File: src/rtl/ulpi_pkg.sv
// ULPI link-side constants: TXCMD encodings, immediate register addresses and
// sequencer state codes shared by the register-access controller.
package ulpi_pkg;

   localparam logic [1:0] TXCMD_REGW = 2'b10;
   localparam logic [1:0] TXCMD_REGR = 2'b11;
   localparam logic [7:0] TXCMD_NOOP = 8'h00;

   localparam logic [5:0] ADDR_FUNC_CTRL = 6'h04;
   localparam logic [5:0] ADDR_IFC_CTRL  = 6'h07;
   localparam logic [5:0] ADDR_OTG_CTRL  = 6'h0A;

   typedef logic [3:0] state_t;

   localparam state_t ST_IDLE       = 4'd0;
   localparam state_t ST_WR_CMD     = 4'd1;
   localparam state_t ST_WR_DATA    = 4'd2;
   localparam state_t ST_WR_STP     = 4'd3;
   localparam state_t ST_RD_CMD     = 4'd4;
   localparam state_t ST_RD_TURN    = 4'd5;
   localparam state_t ST_RD_DATA    = 4'd6;
   localparam state_t ST_RD_END     = 4'd7;
   localparam state_t ST_ABORT_WAIT = 4'd8;

   function automatic logic is_cmd_state(input state_t st);
      return (st == ST_WR_CMD) || (st == ST_RD_CMD);
   endfunction

endpackage

File: src/rtl/ulpi_reg_ctrl.sv
// ULPI register-access sequencer: turns register requests into TXCMD/data/STP
// sequences, follows DIR turnarounds, retries after PHY bus seizure, reports RXCMDs.
//
// state      | meaning
// IDLE       | drive NOOP, accept a request when the bus is ours and settled
// WR_CMD     | drive REGW TXCMD, wait for NXT (timeout counted here)
// WR_DATA    | drive write data until NXT
// WR_STP     | one-cycle STP, completion pulse
// RD_CMD     | drive REGR TXCMD, wait for NXT (timeout counted here)
// RD_TURN    | released bus, wait for PHY to take DIR
// RD_DATA    | PHY drives register value, capture it
// RD_END     | wait for DIR back low and settled
// ABORT_WAIT | PHY seized the bus mid-command, wait then re-issue
module ulpi_reg_ctrl
   import ulpi_pkg::*;
#(
   parameter int NXT_TIMEOUT = 255
) (
   input  logic       CLK,
   input  logic       NRST,
   input  logic       req_valid,
   output logic       req_ready,
   input  logic       req_write,
   input  logic [5:0] req_addr,
   input  logic [7:0] req_wdata,
   output logic       rsp_valid,
   output logic       rsp_err,
   output logic [7:0] rsp_rdata,
   output logic       rxcmd_valid,
   output logic [7:0] rxcmd_data,
   input  logic       ulpi_dir,
   input  logic       ulpi_nxt,
   input  logic [7:0] ulpi_data_i,
   output logic [7:0] ulpi_data_o,
   output logic       ulpi_data_oe,
   output logic       ulpi_stp
);

   localparam logic [7:0] TO_LAST = 8'(NXT_TIMEOUT - 1);

   state_t     r_state;
   state_t     w_state_nxt;
   logic       r_dir_q;
   logic [7:0] r_to_cnt;
   logic       r_req_write;
   logic [5:0] r_req_addr;
   logic [7:0] r_req_wdata;
   logic       r_rsp_valid;
   logic       r_rsp_err;
   logic [7:0] r_rsp_rdata;
   logic       r_rxcmd_valid;
   logic [7:0] r_rxcmd_data;

   logic       w_accept;
   logic       w_cmd_state;
   logic       w_to_hit;
   logic       w_drives;
   logic       w_bus_settled_low;

   assign w_bus_settled_low = ~ulpi_dir & ~r_dir_q;
   assign req_ready   = (r_state == ST_IDLE) & w_bus_settled_low;
   assign w_accept    = req_valid & req_ready;
   assign w_cmd_state = is_cmd_state(r_state);
   assign w_to_hit    = w_cmd_state & ~ulpi_dir & ~ulpi_nxt & (r_to_cnt == TO_LAST);

   always_comb begin
      w_state_nxt = r_state;
      case (r_state)
         ST_IDLE:
            if (w_accept) w_state_nxt = req_write ? ST_WR_CMD : ST_RD_CMD;
         ST_WR_CMD:
            if (ulpi_dir)      w_state_nxt = ST_ABORT_WAIT;
            else if (ulpi_nxt) w_state_nxt = ST_WR_DATA;
            else if (w_to_hit) w_state_nxt = ST_IDLE;
         ST_WR_DATA:
            if (ulpi_dir)      w_state_nxt = ST_ABORT_WAIT;
            else if (ulpi_nxt) w_state_nxt = ST_WR_STP;
         ST_WR_STP:
            w_state_nxt = ST_IDLE;
         ST_RD_CMD:
            if (ulpi_dir)      w_state_nxt = ST_ABORT_WAIT;
            else if (ulpi_nxt) w_state_nxt = ST_RD_TURN;
            else if (w_to_hit) w_state_nxt = ST_IDLE;
         ST_RD_TURN:
            if (ulpi_dir & ~r_dir_q) w_state_nxt = ST_RD_DATA;
         ST_RD_DATA:
            w_state_nxt = ST_RD_END;
         ST_RD_END:
            if (w_bus_settled_low) w_state_nxt = ST_IDLE;
         ST_ABORT_WAIT:
            if (w_bus_settled_low) w_state_nxt = r_req_write ? ST_WR_CMD : ST_RD_CMD;
         default:
            w_state_nxt = ST_IDLE;
      endcase
   end

   always_ff @(posedge CLK or negedge NRST) begin
      if (!NRST) begin
         r_state     <= ST_IDLE;
         r_dir_q     <= 1'b1;
         r_to_cnt    <= 8'd0;
         r_req_write <= 1'b0;
         r_req_addr  <= 6'd0;
         r_req_wdata <= 8'd0;
      end else begin
         r_state <= w_state_nxt;
         r_dir_q <= ulpi_dir;
         if (w_state_nxt != r_state)
            r_to_cnt <= 8'd0;
         else if (w_cmd_state & ~ulpi_dir & ~ulpi_nxt)
            r_to_cnt <= r_to_cnt + 8'd1;
         if (w_accept) begin
            r_req_write <= req_write;
            r_req_addr  <= req_addr;
            r_req_wdata <= req_wdata;
         end
      end
   end

   // Response and RXCMD reporting are registered one-cycle pulses.
   always_ff @(posedge CLK or negedge NRST) begin
      if (!NRST) begin
         r_rsp_valid   <= 1'b0;
         r_rsp_err     <= 1'b0;
         r_rsp_rdata   <= 8'd0;
         r_rxcmd_valid <= 1'b0;
         r_rxcmd_data  <= 8'd0;
      end else begin
         r_rsp_valid <= 1'b0;
         r_rsp_err   <= 1'b0;
         if ((r_state == ST_WR_DATA) && (w_state_nxt == ST_WR_STP))
            r_rsp_valid <= 1'b1;
         if (r_state == ST_RD_DATA) begin
            r_rsp_valid <= 1'b1;
            r_rsp_rdata <= ulpi_data_i;
         end
         if (w_to_hit) begin
            r_rsp_valid <= 1'b1;
            r_rsp_err   <= 1'b1;
         end
         r_rxcmd_valid <= ulpi_dir & r_dir_q & ~ulpi_nxt & (r_state != ST_RD_DATA);
         if (ulpi_dir & r_dir_q & ~ulpi_nxt & (r_state != ST_RD_DATA))
            r_rxcmd_data <= ulpi_data_i;
      end
   end

   always_comb begin
      ulpi_data_o = TXCMD_NOOP;
      w_drives    = 1'b0;
      case (r_state)
         ST_IDLE:    w_drives = 1'b1;
         ST_WR_CMD: begin
            ulpi_data_o = {TXCMD_REGW, r_req_addr};
            w_drives    = 1'b1;
         end
         ST_WR_DATA: begin
            ulpi_data_o = r_req_wdata;
            w_drives    = 1'b1;
         end
         ST_WR_STP:  w_drives = 1'b1;
         ST_RD_CMD: begin
            ulpi_data_o = {TXCMD_REGR, r_req_addr};
            w_drives    = 1'b1;
         end
         default:    w_drives = 1'b0;
      endcase
   end

   // DIR gates the enable combinationally; dir_q keeps the link off the turnaround cycle.
   assign ulpi_data_oe = w_drives & ~ulpi_dir & ~r_dir_q;
   assign ulpi_stp     = (r_state == ST_WR_STP);
   assign rsp_valid    = r_rsp_valid;
   assign rsp_err      = r_rsp_err;
   assign rsp_rdata    = r_rsp_rdata;
   assign rxcmd_valid  = r_rxcmd_valid;
   assign rxcmd_data   = r_rxcmd_data;

endmodule

File: config.mk
export PLATFORM = sky130hd
export DESIGN_NAME = ulpi_reg_ctrl
export DESIGN_NICKNAME = d
export VERILOG_FILES = /design/src/rtl/ulpi_pkg.sv /design/src/rtl/ulpi_reg_ctrl.sv
export SDC_FILE = /design/constraint.sdc
export NUM_CORES = 1
export LEC_CHECK = 0
export BUFFER_PORTS_ARGS = -buffer_cell sky130_fd_sc_hd__buf_4
export CAP_MARGIN = 20
export CORE_AREA = 2 2 104 76
export DETAILED_ROUTE_END_ITERATION = 8
export DIE_AREA = 0 0 106 78
export GPL_ROUTABILITY_DRIVEN = 0
export SLEW_MARGIN = 20
export SYNTH_ARGS = -nofsm -noshare
export SYNTH_HDL_FRONTEND = slang
export SYNTH_SLANG_ARGS = --single-unit
File: constraint.sdc
create_clock -name CLK -period 2.6 [get_ports CLK]
set_input_delay 0.26 -clock CLK [delete_from_list [all_inputs] [get_ports CLK]]
set_output_delay 0.26 -clock CLK [all_outputs]
set_load 0.01 [all_outputs]
==> impl.org <==
** Status
- The flow ran to the end, and the final reports show no timing, DRC or antenna violations.

** GRT
- The first global-routing pass estimated 9710 um of wire.
- Global routing finished with a remaining overflow of 0.
- The number of antenna violations at the first check in global routing was 0.
- In the global route stage, overall resource usage came out at 0.147.
- Vias in the first global route :: 1934
- Entering global routing, the biggest net connects 48 pins.

** Clocking
- CTS tree :: done
- Clock latency reported for the late side of the worst-skew pair :: 0.30 ns
- In this run the deepest clock path goes through 2 buffers.
- Clk Tree Root Cell :: clkbuf_8
- Setup Fix Bufs, Post-CTS :: 0
- CTS Sinks :: 47
- Clock-pin slew reported for the worst setup and hold paths after clock tree synthesis :: 0.09 ns
- In this run the number of H-tree levels came out at 2.
- The number of clock buffers added by TritonCTS is 5.

** Timing
- Setup repair after global routing left no endpoint under its margin.
- The number of hold violations in the final report is 0.
- On the final layout, the worst clock skew is 0.00692 ns.
- Fin. max-slew vios :: 0
- Rel. slew slack :: 0.597
- Minimum clock period after layout :: 2.33 ns
- Endpoints failing setup :: 0
- Of the available clock period, the critical path in the final layout requires 0.896.
- Max Clock Freq :: 429 MHz
- Total Neg Setup Slack :: 0 ns
- Worst Max-Slew Pin Slew :: 0.604 ns
- Worst hold slack :: 0.147 ns

** Finish
- The top cell types in the final layout, fill and taps aside, are buf_4, dfrtp_1, mux2_2, nor2_1, nand2_1.
- The finished cells cover 3110 um^2.
- End-of-flow core utilization :: 0.432
- Compared with the post-synthesis result, the final layout area differs by 26.6%.
- Antenna Diode Count :: 0
- Most common cell after layout, fill and taps aside :: buf_4
- Leaving out filler cells and counting taps, the final layout contains 387.
- Ratio of cells with drive above 1 in the final layout :: 0.408
- For this run, the post-layout net count is 318.

** Run
- Max-cap violations in this run came to 0.

** Logic synthesis
- Synthesis inferred 47 register bits.
- Cell count after synthesis :: 227
- Cell Area, Synth :: 2450 um^2
- Share of the yosys chip area belonging to registers :: 0.480
- After synthesis, the share of flip-flops with an asynchronous set or reset is 1.00.
- Cell type contributing the most total cell area after synthesis :: dfrtp_1
- Fraction of synthesized cell area taken by the top area cell type :: 0.469
- The Yosys step of the flow raised 0 warnings.
- Counting every net in the synthesized netlist gives 257.
- Number of library cell types mapped by synthesis :: 49
- Top flip-flop cell by instance count after synthesis :: dfrtp_1
- Number of enable flip-flop cells after synthesis :: 0
- Averaged over all synthesized cells, the footprint is 10.8 um^2.
- Cells taking the most area after synthesis :: dfrtp_1, mux2_2, nor2_1

** Critical path
- Reg2reg path depth :: 6
- Type of the worst setup path :: reg -> out
- Required @ worst endpoint :: 2.34 ns
- STA puts the critical path data arrival time at 2.07 ns.
- The worst setup path is captured at an output pin.
- Of all nets on the critical path, the largest fanout is 15.
- In this run the critical register-to-register path is captured at r_state[0].
- Kind of start point of the critical path :: register
- Register-to-register setup slack :: 0.43 ns
- The worst register-to-register path begins at r_state[1].

** Hold path
- Startpoint of the lowest-slack hold path :: ulpi_dir
- Count of cells along the worst hold path :: 1
- Hold Path End :: r_dir_q
- The path class of the tightest hold or removal check is in -> reg.

** Drt
- Remaining routing DRC violations :: 0
- After detailed routing, the number of vias per cell comes to 4.98.
- Routed length per placed instance :: 14.9 um
- Before antenna repair, the detailed router went through 4 iterations.
- Total number of vias :: 1927
- The count of nets left with antenna violations once routing finished came out at 0.
- Initial DRC count :: 86
- Summed over all layers, the routed wires come to 5750 um.

** Power and ir drop
- P per Cell Area :: 878 nW/um^2
- VDD sags by at most 375 uV.
- In this run the static leakage power is 1.42 nW.

** Placement
- Summing all placed instances gives a cell area of 3010 um^2.
- Detailed placement ended at an HPWL of 4120 um.
- PortBufs :: 57
- The number of placed instances, taps included, is 378.

** Floorplanning
- Measured along the y axis, the die boundary spans 78 um.
- Top-level I/O count :: 58
- Initial cell density of the core :: 0.341
- The floorplan has 26 rows.
- The floorplan step defined a core boundary enclosing 7190 um^2.
- Die ar. :: 8270 um^2
- The die is 106 um wide.
==> critical path, cell delays in order, from the launching register on <==
cell     delay [ns]
dfrtp_1        0.67
nor2b_1        0.37
buf_4          0.22
a22oi_1        0.09
nor2_1         0.09
a21oi_1        0.04
nor2_1         0.14
buf_4          0.14
==> power breakdown <==
part	leakage (nW)	switching, W	internal (W)
registers	0.601	0.000178	0.000963
clock network	0.0418	0.000260	0.000194
logic	0.780	0.000552	0.000583
==> per-layer routing <==
metal  GRT usage  vias up  part of all wire
li1            -      937                 -
met1       0.223      934              0.51
met2       0.214       56              0.43
met3      0.0353        0             0.062
met4      0.0263        0                 0
met5           0        -                 0
==> how the worst max path moves through the flow <==
| stage | startpoint | depth (start not counted) | to | slack [ns] |
|---|---|---|---|---|
| after detailed placement | r_state[1] | 5 | r_to_cnt[5] | 0.45 |
| final | r_state[0] | 7 | ulpi_data_o[5] | 0.27 |
| after global placement | r_state[1] | 5 | r_to_cnt[1] | 0.48 |
| after global routing | r_state[0] | 7 | ulpi_data_o[3] | 0.07 |
| after floorplan | r_state[2] | 6 | r_to_cnt[1] | 0.66 |
| after CTS | r_state[0] | 7 | ulpi_data_o[5] | 0.26 |
==> state kept, by name (all words and copies together), names as in the netlist <==
signal and cells:
r_dir_q 1, r_req_addr 6, r_req_wdata 8, r_req_write 1, r_state 4, r_to_cnt 8, rsp_err 1, rsp_rdata 8
rsp_valid 1, rxcmd_data 8, rxcmd_valid 1
==> what timing repair did <==
item | in CTS | in global routing
endpoints found under the hold margin | 46 | 0
gates resized for setup | 0 | 0
hold buffers | 1 | 0
==> synthesized netlist by cell type, types with 2 or more instances <==
cell and n:
dfrtp_1 46, mux2_2 32, nor2_1 31, nand2_1 11
a21oi_1 9, a22oi_1 7, buf_2 6, inv_1 6
o21ai_0 6, xor2_1 6, clkbuf_1 5, nand4_1 5
nand3_1 4, nor3_1 4, xnor2_1 4, and3_1 3
nand2b_1 3, a211oi_1 2, ha_1 2, nor2_2 2
nor2b_1 2, nor4_1 2, nor4_4 2, o31ai_1 2
==> cells by family (layout without fill, tap and decap cells) <==
group / Yosys count / after routing / synth area share
adders and majority gates: 2 / 2 / 0.0102
DFF: 47 / 47 / 0.480
xor gates and xnor gates: 10 / 10 / 0.0357
muxes: 32 / 32 / 0.147
and+or+nand+nor: 77 / 77 / 0.169
AOI/OAI and AO/OA: 39 / 39 / 0.122
buffers and inverters: 20 / 82 / 0.0367
==> final cells by class <==
type / count / area, um^2
Clock inverter: 2 / 16.3
Inverter: 7 / 26.3
Fill cell: 707 / 4080
Multi-Input combinational cell: 160 / 1190
Tap cell: 98 / 123
Sequential cell: 47 / 1180
Clock buffer: 6 / 72.6
Timing Repair Buffer: 67 / 505
==> metrics by stage <==
step	setup WS (ns)	power, W
3_5_place_dp	0.450	0.00229
2_1_floorplan	0.659	0.00185
6_report	0.271	0.00273
3_3_place_gp	0.485	0.00228
4_1_cts	0.264	0.00276
5_1_grt	0.0698	0.00293
Note: power is estimated with default switching activity, not from simulation.
